File: src/rtl/piano_pkg.sv
// Shared constants and types for the piano tone generator: the note
// half-period table, the octave clamp and the player state encoding.
package piano_pkg;

  localparam int NOTE_COUNT = 8;
  localparam int HALF_W     = 17;

  // Highest octave shift actually applied; larger requests are clamped here.
  localparam logic [1:0] OCT_MAX = 2'd2;

  // Half-period in 50 MHz clock cycles, index 0 = Do4 .. index 7 = Do5.
  localparam logic [NOTE_COUNT-1:0][HALF_W-1:0] HALF_PERIOD = {
    17'd47778,  // Do5
    17'd50619,  // Si
    17'd56818,  // La
    17'd63776,  // Sol
    17'd71586,  // Fa
    17'd75843,  // Mi
    17'd85133,  // Re
    17'd95556   // Do4
  };

  typedef enum logic [1:0] {
    IDLE,
    PLAY,
    RELEASE,
    STOPPING
  } state_e;

  // Octave codes 2 and 3 both mean +2 octaves, so they are folded together
  // before latching; switching between them is therefore not a note change.
  function automatic logic [1:0] clampOctave(input logic [1:0] oct);
    return (oct > OCT_MAX) ? OCT_MAX : oct;
  endfunction

endpackage

File: src/rtl/tone_divider.sv
// Half-period counter plus speaker toggle flop. The counter runs from 0 up
// to the terminal count, then wraps and flips the speaker, giving a square
// wave of period 2*(tc+1) cycles.
module tone_divider #(
  parameter int CNT_W = 19
) (
  input  logic             clk,
  input  logic             rst_n,
  input  logic             run,
  input  logic             restart,
  input  logic [CNT_W-1:0] tc,
  input  logic             force_low,
  output logic             speaker,
  output logic             wrap
);

  logic [CNT_W-1:0] count_q, count_d;
  logic             speaker_q, speaker_d;

  // Raw terminal-count flag; the controller only acts on it while running.
  assign wrap    = (count_q == tc);
  assign speaker = speaker_q;

  // Next counter/speaker value: force_low beats restart, restart beats a
  // toggle, and a stalled divider parks its counter at zero.
  always_comb begin
    count_d   = count_q;
    speaker_d = speaker_q;
    if (force_low) begin
      count_d   = '0;
      speaker_d = 1'b0;
    end else if (restart) begin
      count_d = '0;
    end else if (run) begin
      if (count_q == tc) begin
        count_d   = '0;
        speaker_d = ~speaker_q;
      end else begin
        count_d = count_q + CNT_W'(1);
      end
    end else begin
      count_d = '0;
    end
  end

  // Counter and speaker registers, cleared asynchronously.
  always_ff @(posedge clk or negedge rst_n) begin
    if (!rst_n) begin
      count_q   <= '0;
      speaker_q <= 1'b0;
    end else begin
      count_q   <= count_d;
      speaker_q <= speaker_d;
    end
  end

endmodule

File: src/rtl/piano_tone_gen.sv
// Eight-note square-wave player with octave shift, a release tail after
// key-up and a stop sequence that always leaves the speaker low.
module piano_tone_gen
  import piano_pkg::*;
#(
  parameter int CLK_HZ         = 50_000_000,
  parameter int CNT_W          = 19,
  parameter int NUM_KEYS       = 8,
  parameter int REL_W          = 23,
  parameter int RELEASE_CYCLES = 5_000_000
) (
  input  logic                clk,
  input  logic                rst_n,
  input  logic                en,
  input  logic [NUM_KEYS-1:0] keys,
  input  logic [1:0]          octave,
  output logic                speaker,
  output logic                busy,
  output logic [2:0]          note_idx
);

  // The half-period table is only valid for eight keys on a 50 MHz-class
  // clock, so any other key count is refused at elaboration.
  if (NUM_KEYS != NOTE_COUNT || CLK_HZ <= 0) begin : gen_bad_params
    $error("piano_tone_gen: NUM_KEYS must be 8 and CLK_HZ positive");
  end

  localparam logic [REL_W-1:0] REL_LOAD =
    (RELEASE_CYCLES == 0) ? '0 : REL_W'(RELEASE_CYCLES - 1);

  state_e           state_q, state_d;
  logic [2:0]       note_q, note_d;
  logic [1:0]       oct_q, oct_d;
  logic [REL_W-1:0] relTimer_q, relTimer_d;
  logic             busy_q;

  logic [2:0]       keyNote;
  logic             pressed;
  logic [1:0]       octEff;
  logic             changed;
  logic [CNT_W-1:0] tc;
  logic             run, restart, forceLow;
  logic             wrap;

  // Priority encoder: scanning from the top down lets the lowest set key
  // overwrite the result last, so the lowest key wins.
  always_comb begin
    keyNote = '0;
    for (int i = NUM_KEYS - 1; i >= 0; i--) begin
      if (keys[i]) keyNote = 3'(i);
    end
  end

  assign pressed = |keys;
  assign octEff  = clampOctave(octave);
  assign changed = (keyNote != note_q) || (octEff != oct_q);

  // The divider always plays the latched note, never the live key input.
  assign tc = CNT_W'(HALF_PERIOD[note_q] >> oct_q) - CNT_W'(1);

  tone_divider #(
    .CNT_W(CNT_W)
  ) u_divider (
    .clk      (clk),
    .rst_n    (rst_n),
    .run      (run),
    .restart  (restart),
    .tc       (tc),
    .force_low(forceLow),
    .speaker  (speaker),
    .wrap     (wrap)
  );

  // Player FSM: chooses the next state and tells the divider whether to
  // run, restart on a new note, or force the speaker low. A relatch always
  // restarts the counter instead of toggling, so a note change adds no edge.
  always_comb begin
    state_d    = state_q;
    note_d     = note_q;
    oct_d      = oct_q;
    relTimer_d = relTimer_q;
    run        = 1'b0;
    restart    = 1'b0;
    forceLow   = 1'b0;
    if (!en) begin
      state_d  = IDLE;
      forceLow = 1'b1;
    end else begin
      case (state_q)
        IDLE: begin
          forceLow = 1'b1;
          if (pressed) begin
            note_d  = keyNote;
            oct_d   = octEff;
            state_d = PLAY;
          end
        end
        PLAY: begin
          if (pressed) begin
            if (changed) begin
              note_d  = keyNote;
              oct_d   = octEff;
              restart = 1'b1;
            end else begin
              run = 1'b1;
            end
          end else begin
            run = 1'b1;
            if (RELEASE_CYCLES == 0) begin
              state_d = STOPPING;
            end else begin
              state_d    = RELEASE;
              relTimer_d = REL_LOAD;
            end
          end
        end
        RELEASE: begin
          if (pressed) begin
            if (changed) begin
              note_d  = keyNote;
              oct_d   = octEff;
              restart = 1'b1;
            end else begin
              run = 1'b1;
            end
            state_d = PLAY;
          end else begin
            run = 1'b1;
            if (relTimer_q == '0) begin
              state_d = STOPPING;
            end else begin
              relTimer_d = relTimer_q - REL_W'(1);
            end
          end
        end
        STOPPING: begin
          if (!speaker) begin
            forceLow = 1'b1;
            state_d  = IDLE;
          end else begin
            run = 1'b1;
            if (wrap) state_d = IDLE;
          end
        end
        default: begin
          state_d  = IDLE;
          forceLow = 1'b1;
        end
      endcase
    end
  end

  // State, latched note/octave, release timer and busy flag.
  always_ff @(posedge clk or negedge rst_n) begin
    if (!rst_n) begin
      state_q    <= IDLE;
      note_q     <= '0;
      oct_q      <= '0;
      relTimer_q <= '0;
      busy_q     <= 1'b0;
    end else begin
      state_q    <= state_d;
      note_q     <= note_d;
      oct_q      <= oct_d;
      relTimer_q <= relTimer_d;
      busy_q     <= (state_d != IDLE);
    end
  end

  assign busy     = busy_q;
  assign note_idx = note_q;

endmodule

File: config.mk
export PLATFORM = sky130hd
export DESIGN_NAME = piano_tone_gen
export DESIGN_NICKNAME = d
export VERILOG_FILES = /design/src/rtl/piano_pkg.sv /design/src/rtl/tone_divider.sv /design/src/rtl/piano_tone_gen.sv
export SDC_FILE = /design/constraint.sdc
export NUM_CORES = 1
export LEC_CHECK = 0
export ABC_CLOCK_PERIOD_IN_PS = 3340
export BUFFER_PORTS_ARGS = -buffer_cell sky130_fd_sc_hd__clkbuf_2
export CAP_MARGIN = 20
export CORE_MARGIN = 2
export CORE_UTILIZATION = 55
export DETAILED_ROUTE_END_ITERATION = 12
export HOLD_SLACK_MARGIN = 0.06
export PLACE_DENSITY = 0.75
export SLEW_MARGIN = 20
export SYNTH_ARGS = -nofsm -noshare
export SYNTH_HDL_FRONTEND = slang
export SYNTH_SLANG_ARGS = --single-unit
File: constraint.sdc
create_clock -name clk -period 3.34 [get_ports clk]
set_input_delay 0.167 -clock clk [delete_from_list [all_inputs] [get_ports clk]]
set_output_delay 0.167 -clock clk [all_outputs]
set_load 0.1 [all_outputs]
### Word-level counts from Yosys, hierarchy flattened

Memory sizes are Yosys's and may differ from the RTL's.
Index checks and enable logic that the tools add are counted.

* magnitude comparators: 2
* mux-type cells: 50
* add/sub/neg operators: 3
* bitwise gates (word level): 1
* shift operators: 1
* reduce and logical (&&, ||, !) cells: 13
* equal/unequal tests: 13

Operators by type and width (number)
* 19-bit 2-to-1 mux: 4
* 23-bit 2-to-1 mux: 3
* 23-bit one-hot mux with 2 select lines: 1
* 3-bit 2-to-1 mux: 11
* 23-bit zero test: 1
* 23-bit by 1-bit subtractor with 23-bit output (second input constant): 1
* 2-bit 2-to-1 mux: 11
* 19-bit by 1-bit adder with 19-bit output (second input constant): 1
* 19-bit equality test: 1
* 17-bit by 2-bit >> shifter with 19-bit output: 1
* 19-bit by 1-bit subtractor with 19-bit output (second input constant): 1
* 17-bit 2-to-1 mux: 1
* 1-bit 2-to-1 mux: 14
* 5-bit AND reduction: 2
* 2-bit nonzero test: 5
* 2-bit inequality test (second input constant): 4
* 2-bit one-hot mux with 4 select lines: 1
* 8-bit OR reduction: 1
* 2-bit by 1-bit inequality test with 1-bit output (second input constant): 3
* 3-bit one-hot mux with 2 select lines: 1
* 2-bit equality test (second input constant): 2
* 3-bit by 4-bit less-than comparator with 1-bit output (second input constant): 1
* 1-bit one-hot mux with 2 select lines: 2
* 2-bit one-hot mux with 2 select lines: 1
* other kinds (9): 9

* ROM bits: 136
* memories kept: 1
* output and inout port bits: 5
* input bits: 13
* register bits: 51
* word-level logic and storage cells: 91

Memory list
* (no name shown): words 8, width 17, rd ports 1, clocked after memory_dff 0, write ports 0, RTL line piano_tone_gen.sv:59 `assign tc = CNT_W'(HALF_PERIOD[note_q] >> oct_q) - CNT_W'(1);`

### Logic depth before layout (Yosys ltp)

Gate-level depths: netlist (run 1).

* depth in word-level cells: 17
* mapped depth: 16
* depth with buffers taken out: 14

### Cells and area by module

A second synthesis (run 1) with hierarchy kept.

* cell total of the unflattened synthesis: 445
* area, all modules: 3738.6 µm²

By module, submodules not included
* piano_tone_gen: cells each 323, times used 1, seq. area each 775.7 µm², area each 2568.7 µm²
* tone_divider: cells each 122, times used 1, seq. area each 500.5 µm², area each 1169.9 µm²

### Worst setup path after synthesis (run 1)

No wires, ideal clock.

* kind: flip-flop to flip-flop
* from: reg note_q[1] (netlist: note_idx[1])
* to: reg u_divider.speaker_q (netlist: u_divider.speaker)
* period minus slack after synthesis: 4192 ps
* setup slack: -852 ps
* setup time: 94 ps
* buffers on the path: 2
* data arrival time: 4098 ps
* data required time: 3246 ps
* stages on the path, launching flop included: 13
* path through: dfrtp_1 clkbuf_1 inv_1 ha_1 clkbuf_4 nand2_4 a32o_1 or4_4 a211o_1 a2111oi_4 nand4_2 or4_1 a211oi_1

* word-level cells in the longest chain between the ends: 8
* elaborated cells between the ends (all ways): 19
* classes of those cells: 1 x add/sub; 3 x eq/ne; 1 x shift; 9 x mux; 4 x reduce/logical; 1 x memory

Ends and longest elaborated chain
* from (decl): RTL line piano_tone_gen.sv:32 `logic [2:0] note_q, note_d;`
* from (signal assigned): RTL line piano_tone_gen.sv:163 `note_q <= note_d;`
* parallel branches: the longest is 7 deep, another holds 19-bit by 1-bit subtractor with 19-bit output
* 3-bit AND reduction (no line) (*)
* to (signal assigned): RTL line tone_divider.sv:53 `speaker_q <= speaker_d;`
* to (decl): RTL line tone_divider.sv:18 `logic speaker_q, speaker_d;`

Every way passes the cells marked *. The select of a mux whose other input is x is not followed.
A chain may end at the register's enable or synchronous reset.

### Worst setup path after layout (run 1)

Ends and elaborated chain as after synthesis.

==> results.md, run 1 <==
Outcome:
- The flow ran to the end, and the final reports show no timing, DRC or antenna violations.

Synthesis:
- Synthesis handed over a netlist of 433 instances.
- In the post-synthesis netlist, the biggest area contributors are dfrtp_1 34%, xor2_1 6.3%, xnor2_1 6.0%, nor2_1 4.7%, ha_1 4.3%.
- The per-instance average area after synthesis is 8.71 um^2.
- The number of register bits inferred by synthesis is 51.
- The area fraction of the dominant cell type after synthesis is 33.9%.
- The sequential fraction of the synthesis area is 33.9%.
- The cell area that synthesis handed to floorplanning was 3770 um^2.
- The number of flops mapped to enable cells by yosys is 0.
- The fraction of synthesis flops using an asynchronous set or reset pin is 100%.
- The number of distinct library cell variants in the gate-level netlist after synthesis is 68.
- The dominant synthesized flop cell is dfrtp_1.
- The Yosys warning count is 0.
- Summed over all instances, the cell type with the most area after synthesis is dfrtp_1.
- The total nets after synthesis is 459.

Global routing:
- The via count of the first global-routing pass was 3022.
- The maximum number of pins on one net before global-route repair is 34.
- The first global-routing pass estimated 13800 um of wire.
- The total global routing track utilization is 22.8%.
- The residual overflow from global routing is 0.
- The number of antenna violations at the first check in global routing is 0.

Worst setup path:
- The worst setup path is captured at a flop.
- The element type at the critical path start is a flop.
- The stage delay of the slowest cell on the critical path is 0.54 ns.
- The depth of the most critical reg-to-reg path is 13.
- The critical path is of the reg2reg type.
- Counting both buffers and inverters, the worst setup path holds a total of 3.
- The slowest stage of the critical path is the dfrtp_4 cell.
- Walking the worst path, the cells encountered are buf_4 > ha_4 > mux2_2 > a21oi_4 > nor3_4 > inv_1 > ha_1 > inv_1 > a211o_1 > a2111oi_4 > nand4_2 > or4_4 > a211oi_2.
- In this run the critical register-to-register path is launched from note_idx[1].
- The critical path data required time is 3.58 ns.
- The maximum fanout along the worst path is 7.
- The timing startpoint of the critical path is note_idx[1].
- STA puts the critical path data arrival time at 3.54 ns.
- The instance count on the critical path is 13.
- The kind of cell with the highest combined delay along the critical path is compound AO/OA/AOI/OAI gates.
- The most frequent cell on the critical path is inv_1.

Die:
- The die extent in y is 86.8 um.
- 18 I/O pins were placed.
- The floorplan step set the die width to 86.8 um.
- Once the floorplan was initialized, standard cells occupied 56.1% of the core.
- The core region is 6720 um^2.
- The total number of placement rows is 30.
- The floorplan step defined a die boundary enclosing 7530 um^2.

Finish:
- The repair_antennas step left the layout with diodes totalling 0.
- The final net count is 486.
- Excluding fillers, the count of instances in the completed layout stands at 541.
- The most common cell after layout, fill and taps aside is dfrtp_1.
- The area growth from synthesis to layout is 13.5%.
- The fraction of layout cells with a size suffix above 1 is 19.5%.
- The top cell types in the final layout, fill and taps aside, are 47 x dfrtp_1, 46 x nor2_1, 38 x nand2_1.

STA:
- The post-layout minimum cycle time is 3.30 ns.
- The number of setup violations in the final report is 0.
- Clock skew on the completed layout was measured at 0.0100 ns.
- The measured slew at the worst slew-check pin is 0.902 ns.
- For this run, the top clock speed supported by timing is 303 MHz.
- The max-slew violation count came to 0.
- The post-route clock period utilization is 98.9%.
- For the final routed database, the setup TNS stands at 0 ns.
- Setup repair after global routing could not meet its margin everywhere.
- In this run the tightest slew margin relative to its limit is 39.9%.
- The number of hold-slack violations in the final timing report came to 0.

Clocking:
- The clock passes through at most 2 buffers.
- The tree is rooted in a clkbuf_8.
- The H-tree generated during clock tree synthesis spans 2 levels.
- The number of buffers inserted during clock tree synthesis is 5.
- The clock slew at the register clock pins of the worst setup and hold paths is 0.10 ns.
- TritonCTS built the clock tree.
- The number of sinks on the clock net is 51.
- At the later pin of the worst-skew pair, clock insertion delay measures 0.32 ns.

Power:
- IR analysis of the VDD net gives a maximum drop of 181 uV.
- The share of total power dissipated in sequential elements is 37.2%.
- Of the total power, the share spent switching nets is 38.5%.
- The power density normalized to cell area is 423 nW/um^2.
- The net load switching power is 0.000696 W.
- The combinational cell fraction of total power is 41.5%.
- Cell internal power was estimated by the tool at 0.00111 W.
- In this run, the clock network consumes 21.3% of the power.
- The analysis attributes to cell leakage a power of 1.87 nW.

Placement:
- The total of buffers placed on input and output ports is 17.
- The number of placed instances, taps included, is 523.
- The weighted congestion at the end of routability-driven global placement is 0.920.
- Detailed placement ended at an HPWL of 5990 um.

Min path:
- The worst hold-check path type is in2reg.
- In this run the most critical hold path is launched from octave[1].
- The worst hold path was traced through 3 stages.

Routing:
- The wire length on met2 is 4040 um.
- Using the TritonRoute via totals, the vias-per-cell ratio works out to 6.06.
- In this run, the number of DRC markers left after iteration 0 of detailed routing was 314.
- The remaining design rule violation count is 0.
- The via count is 3278.
- The detailed-routing wirelength on met1 is 4060 um.
- The top routing layer in use is met4.
- Once detail routing completed, the nets flagged for antenna violations numbered 0.
- The detailed-routed wire length on met3 is 332 um.
- The routed wirelength normalized by instance count is 15.9 um.
- Wires add up to 8600 um.
- The first detailed-routing pass ran for 5 iterations.

Run:
- Max-cap violations in this run came to 0.
==> synthesized netlist by cell type, types with 2 or more instances <==
cell	n
a211oi_1	4
nand3_1	12
o221ai_1	3
a21boi_0	2
xor2_1	27
nor2_1	47
nor2b_1	6
dfrtp_1	51
nor4_1	16
nor3_1	13
a31oi_1	2
o22ai_1	4
buf_1	2
or3_1	8
o21ai_0	18
o211ai_1	2
o31ai_1	4
ha_1	13
nand4_1	3
and3_1	9
xnor2_1	26
or4b_1	2
mux2i_1	10
or2_2	4
inv_1	18
and2_1	4
nand2_1	38
mux2_2	3
nand2b_1	11
a21oi_1	16
or4_1	4
mux4_2	2
clkbuf_1	7
buf_2	6
o31a_1	3
==> worst reg2reg max path, delay by kind of cell, from the launching register on <==
family / cells / cell delay (ns)
buf+inv: 3 / 0.30
simple gates: 3 / 0.69
fa+ha+maj: 2 / 0.32
flops: 1 / 0.54
mux: 1 / 0.32
compound gates: 4 / 1.04
==> stage by stage <==
stage	total power [W]	worst slack, ns	cell area, um^2	hold WS [ns]	util (%)
after global placement	0.00132	0.144	3990	0.327	59.4
final	0.00181	0.0377	4280	0.125	63.7
after detailed placement	0.00134	0.00447	3990	0.327	59.4
after floorplan	0.00119	-0.0985	3830	-0.129	-
after global routing	0.00191	-0.110	4280	0.146	63.7
after CTS	0.00173	0.0364	4120	0.116	61.3
==> sequential cells by signal, summed over array words and instances, names as in the netlist <==
name,count
relTimer_q,23
u_divider.count_q,19
note_idx,3
oct_q,2
state_q,2
busy,1
u_divider.speaker,1
==> kinds of logic after synthesis <==
group           after synthesis  share of synthesized area, %
mux                          15                          4.75
flops                        51                          33.9
fa+ha+maj                    13                          4.31
simple gates                188                          26.2
buf+inv                      37                          4.61
compound gates               76                          14.0
xor+xnor                     53                          12.3
==> worst paths after layout <==
path	end	slack, ns
max in group asynchronous	relTimer_q[13]	2.05
worst max-delay path	u_divider.speaker	0.04
worst min register to register	relTimer_q[11]	0.53
min in group asynchronous	state_q[0]	0.50
worst max register to register	u_divider.speaker	0.04
worst min-delay path	oct_q[1]	0.13
==> area by class of cell <==
type | count | area (um^2)
multi-input cells | 345 | 2460
fillers | 534 | 2440
flip-flops and latches | 51 | 1290
repair buffers | 38 | 258
well taps | 80 | 100
inverters | 19 | 77.6
clock buffers | 5 | 68.8
clock inverters | 3 | 26.3
==> power groups by stage <==
stage                     clock network, W  logic [W]  registers (W)
after global placement                   0   0.000635       0.000684
after floorplan                          0   0.000489       0.000702
final                             0.000385   0.000750       0.000673
after detailed placement                 0   0.000649       0.000686
after CTS                         0.000395   0.000666       0.000671
after global routing              0.000415   0.000814       0.000677
==> routing by layer <==
layer | track usage, % | vias up
met1 | 32.1 | 1570
met3 | 3.71 | 19
li1 | - | 1597
met5 | 0 | -
met2 | 36.9 | 92
met4 | 4.97 | 0
==> repair_timing <==
action | CTS | global route
gates resized for setup | 0 | 24
endpoints found under the hold margin | 32 | 0
pin swaps | 0 | 9
gates cloned | 0 | 0
hold buffers | 1 | 0
endpoints found under the setup margin | 1 | 23
buffers inserted | 3 | 6
No activity file was read; power rests on OpenSTA's default activity.
==> run 2: changes to the inputs <==
- CORE_MARGIN: 2 -> default
==> run 2 against run 1 <==
Against the previous run: the flow now finishes with violations (design-rule violations); global-route usage increased by 1.5 points; worst hold slack got worse by 0.0088 ns; fmax increased by 0.48%; combinational power decreased by 5.3%; largest power group unchanged.
==> results.md, run 2 (synthesized netlist as in run 1, its figures left out) <==
Clocking:
- The number of levels in the clock H-tree was 2 (unchanged).
- The number of buffers between clock root and the deepest sink is 2 (unchanged).
- TritonCTS built the clock tree.
- The number of buffers inserted during clock tree synthesis is 5 (unchanged).
- The tree is rooted in a clkbuf_8.
- The clock slew at the register clock pins of the worst setup and hold paths was 0.09 ns (about the same).
- The later-pin clock latency in the skew report is 0.31 ns (about the same).
- The number of sinks on the clock net is 51 (unchanged).

Placement:
- The weighted congestion at the end of routability-driven global placement came to 0.845 (-8.2%).
- The number of cells in the design after placement came to 523 (unchanged).
- The half-perimeter wire length after placement came to 6030 um (+0.76%).
- The post-place setup slack is -0.0110 ns (-0.0155 ns).
- The total of buffers placed on input and output ports is 17 (unchanged).

STA:
- The upper clock frequency limit is 304 MHz (+0.48%).
- The measured slew at the worst slew-check pin is 0.575 ns (-0.326 ns).
- The post-route clock skew is 0.00755 ns (-0.00246 ns).
- Setup repair after global routing could not meet its margin everywhere.
- The smallest hold slack is 0.116 ns (-0.00881 ns).
- The number of hold-slack violations in the final timing report was 0 (unchanged).
- The post-route clock period utilization came to 98.4% (-0.47 points).
- The post-layout minimum cycle time is 3.29 ns (-0.0158 ns).
- The final critical-path setup slack is 0.0535 ns (+0.0158 ns).
- The max-slew violation count is 0 (unchanged).
- The relative max-transition margin is 61.1% (+21 points).
- The number of setup violations in the final report was 0 (unchanged).
- The setup TNS after final layout came to 0 ns (unchanged).

Min path:
- For hold timing, the worst endpoint is oct_q[1].
- In this run the most critical hold path is launched from octave[1].
- The worst hold-check path type is in2reg.
- The count of cells along the worst hold path is 3 (unchanged).

Global routing:
- The met1 routing resource usage after global routing is 35.0% (+2.9 points).
- The via count of the first global-routing pass is 2996 (-0.86%).
- In this run the most used layer during global routing was met2.
- The global-route wire length before repair is 14000 um (+1.4%).
- The global-route track usage on met3 is 4.23% (+0.51 points).
- The residual overflow from global routing is 0 (unchanged).
- The maximum number of pins on one net before global-route repair came to 32 (-5.9%).
- The total global routing track utilization was 24.3% (+1.5 points).
- The number of antenna violations at the first check in global routing is 0 (unchanged).
- The met2 usage in global routing is 38.0% (+1.1 points).

Power:
- The static leakage power is 1.85 nW (-0.78%).
- The clock group share of total power is 20.6% (-0.7 points).
- The switching part of the total power is 37.6% (-0.90 points).
- The proportion of power drawn by flip-flops and latches is 38.7% (+1.5 points).
- The combinational cell fraction of total power is 40.8% (-0.7 points).
- The net load switching power is 0.000655 W (-6.0%).
- The peak supply drop came to 176 uV (-2.7%).
- The power density normalized to cell area came to 413 nW/um^2 (-2.2%).
- The internal power is 0.00109 W (-2.3%).
- The total power is 0.00174 W (-3.7%).

Routing:
- The remaining design rule violation count is 4 (+4).
- The detailed router's first-iteration violation count is 238 (-24%).
- The first-pass iteration count of the detailed router is 9 (+4).
- The remaining number of nets flagged by the antenna check after routing is 0 (unchanged).
- The average vias per placed instance is 6.01 (-0.85%).
- The via count is 3226 (-1.6%).
- The routed wirelength normalized by instance count was 15.7 um (-1.2%).
- The overall routed net length is 8430 um (-1.9%).

Worst setup path:
- The endpoint of the most critical register-to-register path is u_divider.speaker.
- The maximum fanout along the worst path was 6 (-1).
- The category of the most critical setup path is reg2reg.
- The critical path data required time is 3.57 ns (about the same).
- The arrival time at the worst endpoint is 3.52 ns (-0.02 ns).
- STA classifies the critical path endpoint as a flop.
- The worst register-to-register path begins at note_idx[0].
- The element type at the critical path start is a flop.
- The register-to-register path setup slack is 0.05 ns (+0.02 ns).
- The depth of the most critical reg-to-reg path was 14 (+1).

Die:
- The area of the die is 7190 um^2 (-4.6%).
- The initial cell density of the core came to 58.0% (+1.9 points).
- The core area is 6490 um^2 (-3.3%).
- The total number of placement rows is 29 (-3.3%).
- The horizontal die dimension is 84.8 um (-2.3%).
- The number of top-level pins is 18 (unchanged).
- The die extent in y is 84.8 um (-2.3%).

Finish:
- The number of filler instances in the final layout is 554 (+3.7%).
- The fraction of layout cells with a size suffix above 1 came to 17.8% (-1.7 points).
- The antenna cell count is 0 (unchanged).
- The final net count came to 485 (-0.21%).
- The area of the multi-input gates came to 2420 um^2 (-1.9%).
- Counting flops per register, the top entry is relTimer_q.
- The most common cell after layout, fill and taps aside is dfrtp_1.
- The number of flip-flops in the largest register was 23 (unchanged).
- The top cell types in the final layout, fill and taps aside, are 47 x dfrtp_1, 46 x nor2_1, 38 x nand2_1.
- Compared with the post-synthesis result, the final layout area differs by 11.7%.
- The combined flip-flop and latch cell area is 1290 um^2 (unchanged).
- The post-route non-filler standard cell count came to 537 (-0.74%).

Outcome:
- The flow ran to the end, but the final reports show violations.
- The final reports fail on design-rule violations.

Run:
- The max-capacitance violation count was 0 (unchanged).
## run 2: cell count changes in the layout (fill, tap and decap cells not counted), sizes merged
| cell | delta |
|---|---|
| inv | -1 |
| clkbuf | +1 |
| buf | -1 |
## run 2: stage by stage
| step | cell area [um^2] | util, % |
|---|---|---|
| global placement | 4010 | 61.7 |
| finish | 4210 | 64.8 |
| detailed placement | 4010 | 61.7 |
| CTS | 4110 | 63.2 |
| global route | 4210 | 64.8 |
| floorplan | 3830 | - |
## run 2: worst max path at each step
stage | startpoint | endpoint | slack (ns)
finish | note_idx[0] | u_divider.speaker | 0.05
global route | note_idx[0] | u_divider.speaker | -0.05
CTS | note_idx[0] | u_divider.speaker | 0.08
detailed placement | note_idx[0] | u_divider.speaker | -0.01
global placement | note_idx[1] | u_divider.speaker | 0.14
floorplan | note_idx[1] | u_divider.speaker | -0.1
## run 2: final cells by class
| class | instances | share of cell area [%] |
|---|---|---|
| timing repair buffer | 37 | 5.94 |
| inverter | 19 | 1.81 |
| clock inverter | 2 | 0.297 |
| clock buffer | 6 | 1.72 |
| multi-input combinational | 345 | 57.4 |
| sequential | 51 | 30.5 |
| tap | 77 | 2.29 |
## run 2: worst max-delay path: stages, from the launching register on
cell,delay (ns)
dfrtp_4,0.54
inv_4,0.09
ha_2,0.20
mux2_2,0.19
a21oi_2,0.07
nor3_2,0.23
inv_1,0.07
ha_1,0.31
xnor2_1,0.13
nor3_1,0.14
nand2_1,0.11
nor4_2,0.33
nand4_2,0.17
or4_4,0.45
a211oi_2,0.18
## run 2: repair_timing
action	in CTS	in global routing
buffers inserted	0	5
endpoints found under the setup margin	1	21
gates resized for setup	0	17
cloned	0	0
pin swaps	1	3
hold endpoints to repair	20	0
hold buffers	1	0
## run 2: power groups by stage
stage	registers, W	logic, W	clock network [W]
after floorplan	0.000702	0.000489	0
after global placement	0.000683	0.000643	0
after detailed placement	0.000686	0.000657	0
after CTS	0.000674	0.000659	0.000367
after global routing	0.000676	0.000771	0.000394
final	0.000673	0.000710	0.000358
## run 2: layer usage
layer	part of all wire (%)	routed length (um)
met5	0	0
met4	1.9	156
met3	4.4	368
met2	45	3790
met1	49	4110
